## src/rtl/read_arb_pkg.sv

```systemverilog
// Shared types and constants for the VRF read-stage arbiters.
// Latency: none (declarations only).
// Backpressure: not applicable.
package read_arb_pkg;

  // Default field widths of a VRF read request
  localparam int VS_W_DEF     = 5;
  localparam int OFFSET_W_DEF = 6;
  localparam int GROUP_W_DEF  = 4;
  localparam int SRC_W_DEF    = 4;
  localparam int INST_W_DEF   = 3;

  // Width of each per-port saturating grant counter
  localparam int GRANT_CNT_W = 16;

  // Full read-request payload as carried from a lane requestor to the VRF
  typedef struct packed {
    logic [VS_W_DEF-1:0]     vs;
    logic [OFFSET_W_DEF-1:0] offset;
    logic [GROUP_W_DEF-1:0]  group_index;
    logic [SRC_W_DEF-1:0]    read_source;
    logic [INST_W_DEF-1:0]   instruction_index;
  } read_req_t;

endpackage

```

## src/rtl/rr_pick_onehot.sv

```systemverilog
// Round-robin pick: one-hot grant of the first request after index 'last'.
// Latency: purely combinational.
// Backpressure: none; caller qualifies the grant with its own accept.
module rr_pick_onehot #(
  parameter int N = 4,
  localparam int IDX_W = (N > 1) ? $clog2(N) : 1
) (
  input  logic [N-1:0]     req,
  input  logic [IDX_W-1:0] last,
  output logic [N-1:0]     grant
);

  logic found;

  // Scan last+1, last+2, ... wrapping modulo N; first requester wins
  always_comb begin
    int pos;
    grant = '0;
    found = 1'b0;
    pos   = 0;
    for (int k = 1; k <= N; k++) begin
      pos = int'(last) + k;
      if (pos >= N) pos = pos - N;
      if (!found && req[pos[IDX_W-1:0]]) begin
        grant[pos[IDX_W-1:0]] = 1'b1;
        found = 1'b1;
      end
    end
  end

endmodule

```

## src/rtl/read_stage_rr_arbiter_n.sv

```systemverilog
// N-input round-robin arbiter for VRF read requests with one registered output stage.
// Latency: 1 cycle from input accept to io_out_valid; full throughput of 1 request/cycle.
// Backpressure: while the output entry is stalled all io_in_ready drop and payload/priority hold.
// Optional build macro READ_ARB_GRANT_CNT_EN adds io_grant_cnt (per-port saturating transfer counters).
module read_stage_rr_arbiter_n
  import read_arb_pkg::*;
#(
  parameter int N_PORTS  = 4,
  parameter int VS_W     = VS_W_DEF,
  parameter int OFFSET_W = OFFSET_W_DEF,
  parameter int GROUP_W  = GROUP_W_DEF,
  parameter int SRC_W    = SRC_W_DEF,
  parameter int INST_W   = INST_W_DEF
) (
  input  logic                         clock,
  input  logic                         reset,
  input  logic [N_PORTS-1:0]           io_in_valid,
  output logic [N_PORTS-1:0]           io_in_ready,
  input  logic [N_PORTS*VS_W-1:0]      io_in_vs,
  input  logic [N_PORTS*OFFSET_W-1:0]  io_in_offset,
  input  logic [N_PORTS*GROUP_W-1:0]   io_in_group_index,
  input  logic [N_PORTS*SRC_W-1:0]     io_in_read_source,
  input  logic [N_PORTS*INST_W-1:0]    io_in_instruction_index,
  input  logic                         io_out_ready,
  output logic                         io_out_valid,
  output logic [VS_W-1:0]              io_out_vs,
  output logic [OFFSET_W-1:0]          io_out_offset,
  output logic [GROUP_W-1:0]           io_out_group_index,
  output logic [SRC_W-1:0]             io_out_read_source,
  output logic [INST_W-1:0]            io_out_instruction_index,
  output logic [N_PORTS-1:0]           io_out_grant
`ifdef READ_ARB_GRANT_CNT_EN
  ,
  output logic [N_PORTS*GRANT_CNT_W-1:0] io_grant_cnt
`endif
);

  localparam int IDX_W = (N_PORTS > 1) ? $clog2(N_PORTS) : 1;
  localparam logic [IDX_W-1:0] LAST_RST = IDX_W'(N_PORTS - 1);

  logic [IDX_W-1:0]    last_q;
  logic                out_valid_q;
  logic [N_PORTS-1:0]  grant;
  logic [IDX_W-1:0]    grant_idx;
  logic                can_accept;
  logic                xfer;
  logic [VS_W-1:0]     sel_vs;
  logic [OFFSET_W-1:0] sel_offset;
  logic [GROUP_W-1:0]  sel_group_index;
  logic [SRC_W-1:0]    sel_read_source;
  logic [INST_W-1:0]   sel_instruction_index;

  rr_pick_onehot #(.N(N_PORTS)) u_pick (
    .req   (io_in_valid),
    .last  (last_q),
    .grant (grant)
  );

  // The stage takes a new entry when empty or when the current one drains this cycle
  assign can_accept   = !out_valid_q | io_out_ready;
  assign io_in_ready  = grant & {N_PORTS{can_accept}};
  // Grant is only ever set on a valid port, so any ready bit means a transfer
  assign xfer         = |io_in_ready;
  assign io_out_valid = out_valid_q;

  // Select the granted port's payload and encode its index for the priority pointer
  always_comb begin
    grant_idx             = '0;
    sel_vs                = '0;
    sel_offset            = '0;
    sel_group_index       = '0;
    sel_read_source       = '0;
    sel_instruction_index = '0;
    for (int i = 0; i < N_PORTS; i++) begin
      if (grant[i]) begin
        grant_idx             = IDX_W'(i);
        sel_vs                = io_in_vs[i*VS_W +: VS_W];
        sel_offset            = io_in_offset[i*OFFSET_W +: OFFSET_W];
        sel_group_index       = io_in_group_index[i*GROUP_W +: GROUP_W];
        sel_read_source       = io_in_read_source[i*SRC_W +: SRC_W];
        sel_instruction_index = io_in_instruction_index[i*INST_W +: INST_W];
      end
    end
  end

  // Output stage: fill on transfer (also replaces a draining entry), clear on drain, hold on stall
  always_ff @(posedge clock) begin
    if (reset) begin
      out_valid_q              <= 1'b0;
      io_out_grant             <= '0;
      io_out_vs                <= '0;
      io_out_offset            <= '0;
      io_out_group_index       <= '0;
      io_out_read_source       <= '0;
      io_out_instruction_index <= '0;
      last_q                   <= LAST_RST;
    end else if (xfer) begin
      out_valid_q              <= 1'b1;
      io_out_grant             <= grant;
      io_out_vs                <= sel_vs;
      io_out_offset            <= sel_offset;
      io_out_group_index       <= sel_group_index;
      io_out_read_source       <= sel_read_source;
      io_out_instruction_index <= sel_instruction_index;
      last_q                   <= grant_idx;
    end else if (io_out_ready) begin
      out_valid_q <= 1'b0;
    end
  end

`ifdef READ_ARB_GRANT_CNT_EN
  localparam logic [GRANT_CNT_W-1:0] CNT_ONE = GRANT_CNT_W'(1);

  // Count accepted transfers per port, saturating at all-ones
  always_ff @(posedge clock) begin
    if (reset) begin
      io_grant_cnt <= '0;
    end else begin
      for (int i = 0; i < N_PORTS; i++) begin
        if (io_in_valid[i] && io_in_ready[i] &&
            (io_grant_cnt[i*GRANT_CNT_W +: GRANT_CNT_W] != '1)) begin
          io_grant_cnt[i*GRANT_CNT_W +: GRANT_CNT_W] <=
            io_grant_cnt[i*GRANT_CNT_W +: GRANT_CNT_W] + CNT_ONE;
        end
      end
    end
  end
`endif

endmodule

```

## config.mk

```make
export PLATFORM = sky130hd
export DESIGN_NAME = read_stage_rr_arbiter_n
export DESIGN_NICKNAME = d
export VERILOG_FILES = /design/src/rtl/read_arb_pkg.sv /design/src/rtl/rr_pick_onehot.sv /design/src/rtl/read_stage_rr_arbiter_n.sv
export SDC_FILE = /design/constraint.sdc
export NUM_CORES = 1
export LEC_CHECK = 0
export ABC_CLOCK_PERIOD_IN_PS = 3700
export BUFFER_PORTS_ARGS = -buffer_cell sky130_fd_sc_hd__buf_2
export CORE_MARGIN = 10
export CORE_UTILIZATION = 45
export DETAILED_ROUTE_END_ITERATION = 12
export HOLD_SLACK_MARGIN = 0.03
export PLACE_DENSITY = 0.79
export RECOVER_POWER = 25
export SLEW_MARGIN = 30
export SYNTH_ARGS = -nofsm -noshare
export SYNTH_HDL_FRONTEND = slang
export SYNTH_SLANG_ARGS = --single-unit
```

## constraint.sdc

```tcl
create_clock -name clock -period 3.7 [get_ports clock]
set_input_delay 0.74 -clock clock [delete_from_list [all_inputs] [get_ports clock]]
set_output_delay 0.74 -clock clock [all_outputs]
set_load 0.02 [all_outputs]
```

== Word-level counts from Yosys, hierarchy flattened ==
Cells that the tools add are included.
Cells by class
  add/subtract/negate cells: 8
  multipliers: 0
  div/mod/pow operators: 0
  magnitude comparators: 12
  eq/ne operators: 0
  shifts and indexed selects: 0
  multiplexer cells: 52
  bitwise operators: 5
  reduce and logical (&&, ||, !) cells: 13
Operator list (number)
  4-bit 2-to-1 mux: 12
  6-bit 2-to-1 mux: 4
  5-bit 2-to-1 mux: 4
  1-bit 2-to-1 mux: 14
  2-bit by 3-bit less-than comparator with 1-bit output (second input constant): 4
  2-bit 2-to-1 mux: 6
  3-bit 2-to-1 mux: 4
  4-bit bitwise OR: 3
  3-bit greater-or-equal comparator (second input constant): 3
  1-bit binary-select mux with 2-bit select: 4
  1-bit demux with 2-bit select: 4
  2-bit by 1-bit greater-or-equal comparator with 1-bit output (second input constant): 4
  2-bit by 1-bit subtractor with 2-bit output (second input constant): 4
  1-bit logical AND: 7
  2-bit by 2-bit adder with 3-bit output (second input constant): 2
  2-bit by 3-bit adder with 4-bit output (second input constant): 1
  4-bit AND: 1
  4-bit by 3-bit greater-or-equal comparator with 1-bit output (second input constant): 1
  1-bit zero test: 4
  4-bit OR reduction: 1
  2-bit by 1-bit adder with 3-bit output (second input constant): 1
  2-bit nonzero test: 1
  1-bit bitwise OR: 1
Storage, ports and cells
  flip-flop bits (word level): 29
  latch bits: 0
  memory bits (writable): 0
  ROM bits: 0
  bits of input ports: 95
  output and inout port bits: 31
  word-level logic and storage cells: 98
  memories kept: 0

== Depth between registers and ports, before layout ==
  depth in word-level cells: 19
  mapped depth: 13
  depth with buffers taken out: 10

== Hierarchy ==
From an unflattened synthesis, not the netlist that was laid out.
Unflattened totals
  cells, all modules: 206
  area total of the unflattened synthesis: 2025.7 um^2
Modules (own cells, without submodules)
  read_stage_rr_arbiter_n: times used 1, cells an instance 168, area an instance 1667.8 um^2, sequential area each 580.6 um^2
  rr_pick_onehot: times used 1, cells an instance 38, area an instance 357.8 um^2, sequential area each 0.0 um^2

== Worst setup path before layout ==
OpenSTA, ideal clock, no wires.
  path kind: reg2out
  start: register last_q[0]
  end: output port io_in_ready[2]
  data arrival time: 2.604 ns
  data required time: 2.960 ns
  path slack: 0.356 ns
  cell stages (with the launch flop): 12
  path buffers: 4
  cells stage by stage: dfxtp_1 -> buf_6 -> buf_4 -> inv_1 -> ha_1 -> mux4_2 -> a21o_1 -> a31oi_1 -> a2bb2oi_1 -> buf_4 -> buf_2 -> nor2_1
On the way
  word-level cells in the longest chain between the ends: 16
  elaborated cells between the ends (all ways): 61
  those cells by class: 8 x add/sub; 12 x order compare; 27 x mux; 4 x bitwise; 10 x reduce/logical
Ends and longest elaborated chain
  start: declaration: line read_stage_rr_arbiter_n.sv:41  | logic [IDX_W-1:0] last_q;
  start signal: assignment: line read_stage_rr_arbiter_n.sv:105  | last_q <= grant_idx;
  parallel branches: the longest is 14 deep, another holds 2-bit by 1-bit adder with 3-bit output
  4-bit 2-to-1 mux *: line rr_pick_onehot.sv:24  | if (!found && req[pos[IDX_W-1:0]]) begin
  4-bit AND *: line read_stage_rr_arbiter_n.sv:61  | assign io_in_ready = grant & {N_PORTS{can_accept}};
  end: declaration: line read_stage_rr_arbiter_n.sv:18  | output logic [N_PORTS-1:0] io_in_ready,
Mark *: on every way between the ends. The select of a mux whose other input is x is not followed.

== Final worst setup path ==
  start: input port io_in_valid[2]
  end: output port io_in_ready[1]
On the way
  word-level cells in the longest chain between the ends: 13
  elaborated cells between the ends (all ways): 25
  those cells by class: 15 x mux; 4 x bitwise; 6 x reduce/logical
Ends and longest elaborated chain
  start: declaration: line read_stage_rr_arbiter_n.sv:17  | input logic [N_PORTS-1:0] io_in_valid,
  1-bit binary-select mux with 2-bit select: line rr_pick_onehot.sv:24
  1-bit 2-to-1 mux (not written as such): line rr_pick_onehot.sv:24
  1-bit 2-to-1 mux: line rr_pick_onehot.sv:24
  1-bit zero test: line rr_pick_onehot.sv:24
  1-bit logical AND: line rr_pick_onehot.sv:24
  1-bit 2-to-1 mux: line rr_pick_onehot.sv:24
  1-bit zero test: line rr_pick_onehot.sv:24
  1-bit logical AND: line rr_pick_onehot.sv:24
  1-bit 2-to-1 mux: line rr_pick_onehot.sv:24
  1-bit zero test: line rr_pick_onehot.sv:24
  1-bit logical AND: line rr_pick_onehot.sv:24
  4-bit 2-to-1 mux *: line rr_pick_onehot.sv:24
  4-bit AND *: line read_stage_rr_arbiter_n.sv:61
Every way passes the cells marked *; elsewhere a longest branch is shown, timed or not. The select of a mux whose other input is x is not followed.

==> results summary <==
After floorplanning, the core was sized to cover 0.004817 sq mm. The die extent in x came out at 91.02 um. The clock tree from TritonCTS is built. The total leakage power came out at between 1.5 and 2 nW. The min-delay analysis places its worst path in the category reg -> reg. In the final routed layout, each cell accounts on average for 18.57 um. The number of synthesized flops with an enable pin is 0.

Summing the sequential cell areas from Yosys gives 25.58% of the chip area. The total via count after detailed routing came out at 2574. The library cell occupying the most area in the post-synthesis netlist is sky130_fd_sc_hd__dfxtp_1.

The number of antenna violations at the first check in global routing came out at 0. The floorplan die height came out at 91.02 um. The worst setup path is launched from an input port.

After clock tree synthesis, the clock-pin slew on the worst setup and hold paths is 0.07 ns. Synthesis produced a netlist with a net count of 356. The first-iteration detailed-routing DRC count came out at 185. The global-route wire length before repair is 12.72 mm. The overall overflow remaining after global route came out at 0.

Global routing used a little under a fifth of the available tracks. Ranked by total cell area, the synthesized netlist is headed by sky130_fd_sc_hd__dfxtp_1 26%, sky130_fd_sc_hd__a221o_1 10%, sky130_fd_sc_hd__o211a_1 9.7%. Walking the worst path, the cells encountered are buf_2 > or3b_1 > a2111oi_0 > or3_1 > o2bb2ai_1 > nand2_1 > inv_1 > buf_2. In the synthesized netlist the dominant register cell turns out to be sky130_fd_sc_hd__dfxtp_1. The origin of the worst setup path is io_in_valid[2]. The final hold violation count came out at 0.

The number of cells on the worst reg-to-reg path is 9. The maximum fanout encountered on the critical timing path came out at 10. The path length in cells of the critical path came out at 8. The max-cap violation count is 0. In this run, synthesis produced a sequential element count of 29.

In this run, post-CTS repair resized a total of 0 instances. The number of pins with negative max-slew slack in the final report is 0. The count of H-tree levels built during CTS is 2. The worst pin sits at a relative slew slack of 73.28%. The setup path with the least slack is of type in -> out. The source-to-sink clock delay at the later pin of the worst-skew pair is 0.28 ns. At the end of routability-driven placement, the weighted congestion stood at 0.8337.

The number of buffers added to fix hold violations after cts came out at 0. The detailed placer's ending HPWL came out at 6.195 mm. The capture point of the worst reg-to-reg path is io_out_offset[2]. The clock passes through at most 2 buffers.

The count of clock tree sinks is 29. The shortest period the worst path allows is 3.420 ns. The count of antenna-violating nets left after detailed routing came out at 0.

The pre-antenna-repair detailed-routing pass consisted of 5 iterations. The via count of the first global-routing pass came out at around 2600. The data arrival time of the critical path came out at 2.68 ns. The number of ports placed on the die boundary is 126. The total CTS buffers came out at 5. The area occupied by registers is just under 600 sq um. The synthesized instance count is 253. The average size of a mapped cell is roughly 9 sq um. The count of filler cells inserted in the layout is 461. The cell class contributing the biggest share of worst-path delay is simple AND/OR/NAND/NOR gates. The post-CTS setup buffer count came out at 0.

The number of buffers and inverters on the critical path came out at 3. The worst setup path is captured at a primary output. Across the VDD grid, the largest voltage drop is 0.0006505 V. The setup skew after layout came out at about 0.0017 ns. The most common cell in the synthesized netlist is sky130_fd_sc_hd__inv_1. The share of post-route cells with drive strength above 1 is 38.13%. In this run the critical register-to-register path is launched from last_q[1]. The average via count per standard cell came out at 5.824. The number of port buffers came out at 125. The worst-case register-to-register setup slack came out at around 0.54 ns. The run finished with clean final reports. The capture point of the worst path is io_in_ready[1].

The post-synthesis to final-layout area growth is 32.36%. The area used by multi-input combinational logic is 0.001436 sq mm. By count the netlist is led by 30 x sky130_fd_sc_hd__inv_1, 29 x sky130_fd_sc_hd__dfxtp_1, 24 x sky130_fd_sc_hd__o21ai_0. Timing would allow up to 292.4 MHz. The number of remaining DRC errors is 0. The final routed wirelength across all metal layers came out at 8.209 mm. Setup repair after global routing left no endpoint under its margin. For this run, asynchronously set or reset flops after synthesis account for 0%. CTS placed an instance of sky130_fd_sc_hd__clkbuf_8 at the clock tree root.

Entering global routing, the biggest net connects 31 pins. The power per standard cell area is 898.1 mW/mm^2. The utilization after layout came out at 62.36%. The final net count came out at 477. Yosys mapped the design onto 49 distinct sky130hd cell types.

After routing the design area is 0.003004 sq mm. The final-report setup violation count is 0. The placed standard-cell area is between 0.002 and 0.003 sq mm. The worst stage delay on the critical path came out at 0.41 ns. The largest individual stage delay along the critical path comes from the cell sky130_fd_sc_hd__or3_1.

The ratio of final minimum period to clock period is 92.43%. For the worst setup path, the data required time is 2.96 ns. The slew at the pin closest to its max-slew limit came out at between 0.4 and 0.5 ns.

The initial utilization of the core area, before any placement, comes to a little under half. By instance count, the cell type seen most on the critical path is sky130_fd_sc_hd__buf_2. In this run the cell area of the synthesized design comes to 0.002270 sq mm. The floorplan row count is 25. The area fraction of the dominant cell type after synthesis is about a quarter. The overall power is ~2.7 mW. The summed negative setup slack over all endpoints came out at 0 ns. 0 antenna diodes ended up in the layout. During synthesis, Yosys emitted a total of 0 warnings. The area enclosed by the die boundary is between 0.008 and 0.009 sq mm.
==> cell usage in the layout, fill, tap and decap left out, types with 2 or more instances in the layout <==
cell                          n
sky130_fd_sc_hd__o22ai_1      2
sky130_fd_sc_hd__dfxtp_1     29
sky130_fd_sc_hd__nand2_1      7
sky130_fd_sc_hd__a22oi_1      2
sky130_fd_sc_hd__a21oi_1      7
sky130_fd_sc_hd__ha_1         8
sky130_fd_sc_hd__nor3_1       2
sky130_fd_sc_hd__clkinv_2     2
sky130_fd_sc_hd__buf_2      110
sky130_fd_sc_hd__a221o_1     23
sky130_fd_sc_hd__o2bb2ai_1    2
sky130_fd_sc_hd__o211a_1     22
sky130_fd_sc_hd__nor2b_1      2
sky130_fd_sc_hd__mux2i_1      4
sky130_fd_sc_hd__clkbuf_1    15
sky130_fd_sc_hd__mux4_2       3
sky130_fd_sc_hd__nand2b_1     2
sky130_fd_sc_hd__clkbuf_8     5
sky130_fd_sc_hd__buf_4       13
sky130_fd_sc_hd__a211o_1      3
sky130_fd_sc_hd__o221ai_1    22
sky130_fd_sc_hd__a31oi_1      2
sky130_fd_sc_hd__inv_1       30
sky130_fd_sc_hd__or3b_1       2
sky130_fd_sc_hd__o21ai_0     24
sky130_fd_sc_hd__nor2_1       9
==> sequential cells by signal (all words and copies together), names as in the netlist <==
name and flops:
io_out_grant 4, io_out_group_index 4, io_out_instruction_index 3, io_out_offset 6
io_out_read_source 4, io_out_valid 1, io_out_vs 5, last_q 2
==> kinds of logic (layout without fill, tap and decap cells) <==
logic type                 count (synthesis)  after routing  share of synthesized area (%)
AOI/OAI and AO/OA                        121            121                          45.04
buffers and inverters                     54            176                          11.91
and+or+nand+nor                           34             34                          8.325
DFF                                       29             29                          25.58
adders and majority gates                  8              8                          4.410
muxes                                      7              7                          4.741
==> worst min-delay path by stage <==
stage,depth (start not counted),endpoint,startpoint
after floorplan,2,io_out_grant[3],io_out_grant[3]
after global placement,2,io_out_grant[2],io_out_grant[2]
after detailed placement,1,io_out_offset[3],io_out_offset[3]
after CTS,1,io_out_read_source[2],io_out_read_source[2]
after global routing,1,io_out_instruction_index[2],io_out_instruction_index[2]
final,1,io_out_instruction_index[0],io_out_instruction_index[0]
==> where the power goes <==
| group | leakage [nW] | total, mW | internal [mW] | switching, mW |
|---|---|---|---|---|
| clock network | 0.0439 | 0.260 | 0.130 | 0.130 |
| registers | 0.240 | 0.486 | 0.430 | 0.0561 |
| logic | 1.34 | 1.95 | 0.792 | 1.16 |
| total | 1.63 | 2.70 | 1.35 | 1.35 |
==> final cells by class <==
cell class | count | area share [%]
multi-input cells | 170 | 47.81
clock inverters | 3 | 0.5831
repair buffers | 138 | 23.45
inverters | 30 | 3.748
flip-flops and latches | 29 | 19.33
well taps | 67 | 2.791
clock buffers | 5 | 2.291
==> metal layers <==
metal / part of all wire [%] / wire [um] / global-route usage (%) / vias up
met2: 48 / 3954 / 30.13 / 138
met4: 1.5 / 127 / 4.830 / 0
met5: 0 / 0 / 0 / -
li1: - / - / - / 1233
met1: 41 / 3367 / 22.27 / 1191
met3: 9.3 / 760 / 6.173 / 12
==> through the flow <==
| step | worst slack (ns) | hold WS (ns) | std cells |
|---|---|---|---|
| global route | 0.09861 | 0.4975 | 442 |
| detailed placement | 0.3333 | 0.4647 | 434 |
| CTS | 0.3025 | 0.4879 | 442 |
| floorplan | 0.3558 | 0.5529 | 253 |
| finish | 0.2802 | 0.4862 | 442 |
| global placement | 0.3736 | 0.4638 | 434 |
Note: power is estimated with default switching activity, not from simulation.
